===== config.mk =====
export PLATFORM = sky130hd
export DESIGN_NAME = sp_32xn_arbiter
export DESIGN_NICKNAME = d
export VERILOG_FILES = /design/src/rtl/sp_32xn_arbiter.sv
export SDC_FILE = /design/constraint.sdc
export NUM_CORES = 1
export LEC_CHECK = 0
export BUFFER_PORTS_ARGS = -buffer_cell sky130_fd_sc_hd__buf_4
export CAP_MARGIN = 20
export CELL_PAD_IN_SITES_DETAIL_PLACEMENT = 1
export CELL_PAD_IN_SITES_GLOBAL_PLACEMENT = 1
export CORE_ASPECT_RATIO = 1.25
export CORE_MARGIN = 2
export CORE_UTILIZATION = 33
export CTS_BUF_LIST = sky130_fd_sc_hd__clkbuf_8 sky130_fd_sc_hd__clkbuf_16
export CTS_CLUSTER_DIAMETER = 40
export CTS_CLUSTER_SIZE = 10
export DETAILED_ROUTE_END_ITERATION = 8
export GPL_TIMING_DRIVEN = 0
export PLACE_DENSITY_LB_ADDON = 0.1
export SLEW_MARGIN = 0
export SYNTH_ARGS = -nofsm -noshare
export SYNTH_HDL_FRONTEND = slang
export SYNTH_SLANG_ARGS = --single-unit

===== constraint.sdc =====
create_clock -name wclk -period 3.1 [get_ports wclk]
set_input_delay 0.62 -clock wclk [delete_from_list [all_inputs] [get_ports wclk]]
set_output_delay 0.62 -clock wclk [all_outputs]
set_load 0.05 [all_outputs]

===== src/rtl/sp_32xn_arbiter.sv =====
// Two-requester round-robin front end for a 32-deep single-port distributed RAM.
// Clears every word to INIT_VAL after reset, then serves valid/ready requests with registered read responses.
module sp_32xn_arbiter #(
   parameter int             DW       = 4,
   parameter logic [DW-1:0]  INIT_VAL = '0
) (
   input  logic          wclk,
   input  logic          rst,
   input  logic          req0_valid,
   input  logic          req0_we,
   input  logic [4:0]    req0_addr,
   input  logic [DW-1:0] req0_wdata,
   output logic          req0_ready,
   output logic          rsp0_valid,
   output logic [DW-1:0] rsp0_rdata,
   input  logic          req1_valid,
   input  logic          req1_we,
   input  logic [4:0]    req1_addr,
   input  logic [DW-1:0] req1_wdata,
   output logic          req1_ready,
   output logic          rsp1_valid,
   output logic [DW-1:0] rsp1_rdata,
   output logic          ram_we,
   output logic [4:0]    ram_addr,
   output logic [DW-1:0] ram_din,
   input  logic [DW-1:0] ram_dout,
   output logic          init_done
);

   typedef enum logic {CLEAR, RUN} state_t;

   state_t     state;
   state_t     state_nxt;
   logic [4:0] clr_cnt;
   logic       last_grant;
   logic       gnt0;
   logic       gnt1;

   // On a tie the requester that did not win last time is served, so last_grant=1 favours requester 0.
   always_comb begin
      gnt0 = 1'b0;
      gnt1 = 1'b0;
      if (!rst && state == RUN) begin
         if (req0_valid && req1_valid) begin
            gnt0 = last_grant;
            gnt1 = ~last_grant;
         end else begin
            gnt0 = req0_valid;
            gnt1 = req1_valid;
         end
      end
   end

   assign req0_ready = gnt0;
   assign req1_ready = gnt1;

   always_comb begin
      ram_we    = 1'b0;
      ram_addr  = '0;
      ram_din   = '0;
      state_nxt = state;
      if (!rst) begin
         if (state == CLEAR) begin
            ram_we   = 1'b1;
            ram_addr = clr_cnt;
            ram_din  = INIT_VAL;
            if (clr_cnt == 5'd31) begin
               state_nxt = RUN;
            end
         end else if (gnt0) begin
            ram_we   = req0_we;
            ram_addr = req0_addr;
            ram_din  = req0_wdata;
         end else if (gnt1) begin
            ram_we   = req1_we;
            ram_addr = req1_addr;
            ram_din  = req1_wdata;
         end
      end
   end

   // Read data is captured from the combinational RAM port at the accepting edge; valid is a single-cycle pulse.
   always_ff @(posedge wclk) begin
      if (rst) begin
         state      <= CLEAR;
         clr_cnt    <= '0;
         last_grant <= 1'b1;
         init_done  <= 1'b0;
         rsp0_valid <= 1'b0;
         rsp1_valid <= 1'b0;
         rsp0_rdata <= '0;
         rsp1_rdata <= '0;
      end else begin
         state      <= state_nxt;
         rsp0_valid <= 1'b0;
         rsp1_valid <= 1'b0;
         if (state == CLEAR) begin
            clr_cnt <= clr_cnt + 5'd1;
            if (clr_cnt == 5'd31) begin
               init_done <= 1'b1;
            end
         end
         if (req0_valid && gnt0) begin
            last_grant <= 1'b0;
            if (!req0_we) begin
               rsp0_valid <= 1'b1;
               rsp0_rdata <= ram_dout;
            end
         end
         if (req1_valid && gnt1) begin
            last_grant <= 1'b1;
            if (!req1_we) begin
               rsp1_valid <= 1'b1;
               rsp1_rdata <= ram_dout;
            end
         end
      end
   end

endmodule


==> results_dict.tcl, run 1 <==
set metrics [dict create \
    antenna_found_initial 0 \
    cts.sink_count 18 \
    final_hold_viol_count 0 \
    yosysTopAreaCell "dfxtp_1" \
    peakVddDrop_mv 0.207 \
    wl_per_cell_um 15.0 \
    max_freq_mhz 406 \
    post-route-period-util_pct 79.4 \
    grt_pass1_wl_um 4800 \
    crit_required_ps 2480 \
    syn_area_per_cell_sq_um 9.28 \
    antenna_left 0 \
    power.total_mw 0.510 \
    syn-num-nets 134 \
    die_h_um 64.5 \
    design_area_sq_um 1460 \
    grt_usage_pct 19.0 \
    clk_latency_ps 260 \
    cap_violations 0 \
    finalMaxSlewViolations 0 \
    cts-htree-levels 1 \
    cts_setup_buffers 0 \
    vias 989 \
    yosysWarnings 0 \
    diodes 0 \
    critical_path_class "in -> out" \
    coreArea_sq_um 2730 \
    status "finished clean" \
    grt_setup_unrepaired "false" \
    numPortBuffers 49 \
    globalplace.congestion 0.721 \
    final_util_pct 53.3 \
    critPathMaxFanout 10 \
    die_x_um 52.4 \
    yosys-top-cells-count "dfxtp_1, nor2_1, nand3_1" \
    tns_ps 0 \
    p_leak_nw 0.697 \
    routed_wl_um 2860 \
    clockBufferDepth 2 \
    ys_seq_elements 18 \
    grt_max_degree 11 \
    arrival_ps 1840 \
    yosysMostFrequentCell "dfxtp_1" \
    routed_via_density 5.18 \
    synth_top_cell_area_share_pct 37.4 \
    dp_hpwl_um 2260 \
    hp-class "reg -> reg" \
    worstMarginPinSlew_ps 469 \
    min_period_ps 2460 \
    rows 21 \
    post_dp_cell_area_sq_um 1400 \
    synthTopCellsByArea "dfxtp_1, mux2_4, nor2_1" \
    slew_headroom_pct 68.8 \
    path_clk_slew_ps 70 \
    ys_async_sr_fraction_pct 0 \
    whs_ps 483 \
    syn_to_final_growth_pct 50.8 \
    synth_area_sq_um 965 \
    cts-hold-fix-buffers 0 \
    nNetsFinal 188 \
    drc 0 \
    initial_core_util_pct 35.3 \
    powerDensity_nw_per_um2 351 \
    synth_edf_count 0 \
    die_area_sq_um 3370 \
    numCtsBuffers 3 \
    firstDrtPassIters 2 \
    netlist_instances 104 \
    cts_tree "yes" \
    drtIter0Drc 7 \
    root_buffer "clkbuf_8" \
    nFillCells 334 \
    final_layout_size_suffix_gt1_share_pct 47.8 \
    ios 51 \
    multiInputGateArea_sq_um 551 \
    end_kind "primary output" \
    finClkSkew_ps 0.799 \
    regArea_sq_um 360 \
    grt-ovfl-total 0 \
    yosysSeqAreaShare_pct 37.4 \
    setup_viol 0 \
    cp-start-kind "input port" \
    grt_pass1_vias 1045 \
    ys.flop_type "dfxtp_1" \
    cts_resized 0 \
    yosysUniqueCellTypes 33 \
]
final cells by class:
| cell class | instances | share of cell area (%) |
|---|---|---|
| buffer | 11 | 4.64 |
| clock buffer | 4 | 3.78 |
| sequential | 18 | 24.8 |
| inverter | 3 | 0.774 |
| tap | 34 | 2.92 |
| timing repair buffer | 49 | 25.3 |
| multi-input combinational | 72 | 37.8 |
report_power, final:
group          switching (mW)  internal [mW]  leakage, nW  total, mW
Clock                  0.0860          0.113       0.0288      0.199
Combinational          0.0369         0.0357        0.523     0.0727
Sequential            0.00394          0.235        0.146      0.239
layout by cell type, fill, tap and decap left out, types with 2 or more instances in the layout:
cell type / n
a21oi_1: 3
a22o_1: 4
a311oi_2: 4
a31o_1: 4
and3_1: 7
buf_2: 6
buf_4: 50
buf_6: 2
clkbuf_8: 4
dfxtp_1: 18
ha_1: 2
inv_1: 2
mux2_4: 4
mux2i_1: 2
nand3_1: 9
nor2_1: 13
nor2b_1: 5
xor2_1: 2
critical path: stages:
cell and delay, ps:
buf_4 110, buf_2 200, inv_2 90, buf_2 210, nand3_1 110, a311oi_2 260, buf_4 240
final timing paths:
check	start	to	slack, ps	cells after the start
max	rst	ram_addr[4]	640	7
min	init_done	init_done	480	2
max reg2reg	clr_cnt[0]	clr_cnt[4]	1730	5
min reg2reg	init_done	init_done	480	2
layer usage:
metal  up-vias  share of wire (%)  GRT usage [%]  routed length [um]
met1       479                 38           20.1                1100
met4         0                2.8           10.9                  80
met5         -                  0              0                   0
li1        477                  -              -                   -
met2        26                 55           34.2                1560
met3         7                4.2           3.00                 121
metrics by stage:
stage	worst slack, ps	std cells
global placement	648	187
global route	495	191
CTS	614	191
finish	637	191
detailed placement	627	187
floorplan	123	104
flip-flops by register name (all words and copies together), names as in the netlist:
register,cells
rsp1_rdata,4
last_grant,1
rsp0_rdata,4
init_done,1
state,1
rsp1_valid,1
rsp0_valid,1
clr_cnt,5
logic make-up (layout without fill, tap and decap cells):
| group | count (synthesis) | in the layout | synth area share (%) |
|---|---|---|---|
| simple gates | 41 | 41 | 24.4 |
| fa+ha+maj | 2 | 2 | 2.59 |
| compound gates | 20 | 20 | 16.5 |
| flops | 18 | 18 | 37.4 |
| buf+inv | 14 | 67 | 8.17 |
| xor+xnor | 3 | 3 | 2.72 |
| mux | 6 | 6 | 8.30 |
(Power assumes the default switching activity.)
==> run 2: changes to the inputs <==
CORE_UTILIZATION = 31   (was 33)
clock period = 2.5 ns   (was 3.1 ns; I/O delays follow)
==> run 2 against run 1 <==
Sequential share of layout area fell by 0.15 points. Routed wire length fell by 0.42%. Clock power rose by 18%. Utilization fell by 3.5 points. Non-clock buffer count did not move. Sequential power rose by 24%. Register-to-register slack got worse by 610 ps. Die area rose by 6.0%. Setup slack got worse by 450 ps. Hold slack got worse by 3.3 ps. Total power rose by 22%. Critical endpoint unchanged.
==> results_dict.tcl, run 2 (synthesis gave the netlist of run 1 again) <==
set metrics [dict create \
    grt_pass1_vias 1030 \
    final_layout_size_suffix_gt1_share_pct 49.0 \
    reg2reg_slack_ps 1120 \
    grt_usage_pct 17.2 \
    min_from "rsp1_rdata[1]" \
    routed_wl_um 2850 \
    cp-start-kind "input port" \
    globalplace.congestion 0.740 \
    antenna_found_initial 0 \
    numCtsBuffers 3 \
    root_buffer "clkbuf_8" \
    final_common_cell "buf_4" \
    nNetsFinal 188 \
    dp_hpwl_um 2350 \
    syn_to_final_growth_pct 51.8 \
    diodes 0 \
    worstReg2RegEnd "clr_cnt[4]" \
    status "finished clean" \
    vias 978 \
    wl_per_cell_um 14.8 \
    hp-class "reg -> reg" \
    min_period_ps 2310 \
    clockBufferDepth 2 \
    initial_core_util_pct 32.8 \
    firstDrtPassIters 4 \
    largest_reg_flops 5 \
    die_h_um 66.4 \
    crit_required_ps 2000 \
    layout_common_cells "buf_4, dfxtp_1, nor2_1, nand3_1, and3_1" \
    setup_viol 0 \
    cap_violations 0 \
    grt-ovfl-total 0 \
    critPathMaxFanout 10 \
    p_leak_nw 0.702 \
    ios 51 \
    numPortBuffers 49 \
    antenna_left 0 \
    power.total_mw 0.623 \
    path_clk_slew_ps 70 \
    critical_path_class "in -> out" \
    tns_ps 0 \
    clk_latency_ps 250 \
    hold_end "rsp1_rdata[1]" \
    finalMaxSlewViolations 0 \
    cts-hold-fix-buffers 0 \
    coreArea_sq_um 2950 \
    die_area_sq_um 3580 \
    cts-htree-levels 1 \
    cts_tree "yes" \
    cts.sink_count 18 \
    post-route-period-util_pct 92.6 \
    die_x_um 53.9 \
    cts_resized 0 \
    powerDensity_nw_per_um2 425 \
    grt_setup_unrepaired "false" \
    worstMarginPinSlew_ps 527 \
    peakVddDrop_mv 0.188 \
    routed_via_density 5.07 \
    largestRegisters "clr_cnt x5, rsp0_rdata x4, rsp1_rdata x4" \
    slew_headroom_pct 64.9 \
    grt_pass1_wl_um 4630 \
    arrival_ps 1810 \
    drc 0 \
    drtIter0Drc 4 \
    rows 22 \
    max_freq_mhz 432 \
    finClkSkew_ps 3.74 \
    regMostFlops "clr_cnt" \
    end_kind "primary output" \
    hold_depth 1 \
    final_hold_viol_count 0 \
    grt_max_degree 11 \
    reg2reg_from "clr_cnt[0]" \
    cts_setup_buffers 0 \
    rr_worst_depth 5 \
]
## run 2: per-layer routing
metal	GRT usage (%)	part of all wire (%)	wire length, um
met1	20.2	39	1110
met2	31.6	56	1590
met3	2.04	4.4	126
met4	4.81	0.70	20
met5	0	0	0
## run 2: final cells by class
type	instances	area [sq um]
repair buffers	49	368
inverters	3	11.3
flip-flops and latches	18	360
well taps	36	45.0
multi-input cells	72	556
fillers	382	1480
plain buffers	11	68.8
clock buffers	4	55.1
## run 2: stage by stage
step / utilization [%] / area (sq um) / hold slack (ps) / worst slack (ps) / instances
after global placement: 47.8 / 1410 / 462 / 259 / 189
after detailed placement: 47.8 / 1410 / 467 / 192 / 189
after CTS: 49.7 / 1460 / 481 / 186 / 193
final: 49.7 / 1460 / 480 / 186 / 193
after global routing: 49.7 / 1460 / 480 / 145 / 193
after floorplan: - / 996 / 494 / 156 / 104
## run 2: critical path, cell delays in order
cell	delay [ps]
buf_4	110
buf_2	190
inv_2	90
buf_2	220
nand3_1	120
a311oi_2	320
buf_4	260
## run 2: worst max-delay path by stage
stage               cells past startpoint  slack (ps)     endpoint       start
floorplan                               5         160  ram_addr[0]  req0_valid
global placement                        7         260  ram_addr[4]         rst
detailed placement                      7         190  ram_addr[4]         rst
CTS                                     7         190  ram_addr[4]         rst
global route                            7         140  ram_addr[4]         rst
finish                                  7         190  ram_addr[4]         rst
## run 2: where the power goes
group	leakage (nW)	switching [mW]	internal (mW)
sequential	0.146	0.00491	0.291
combinational	0.528	0.0470	0.0447
clock	0.0288	0.0956	0.140
total	0.702	0.147	0.475
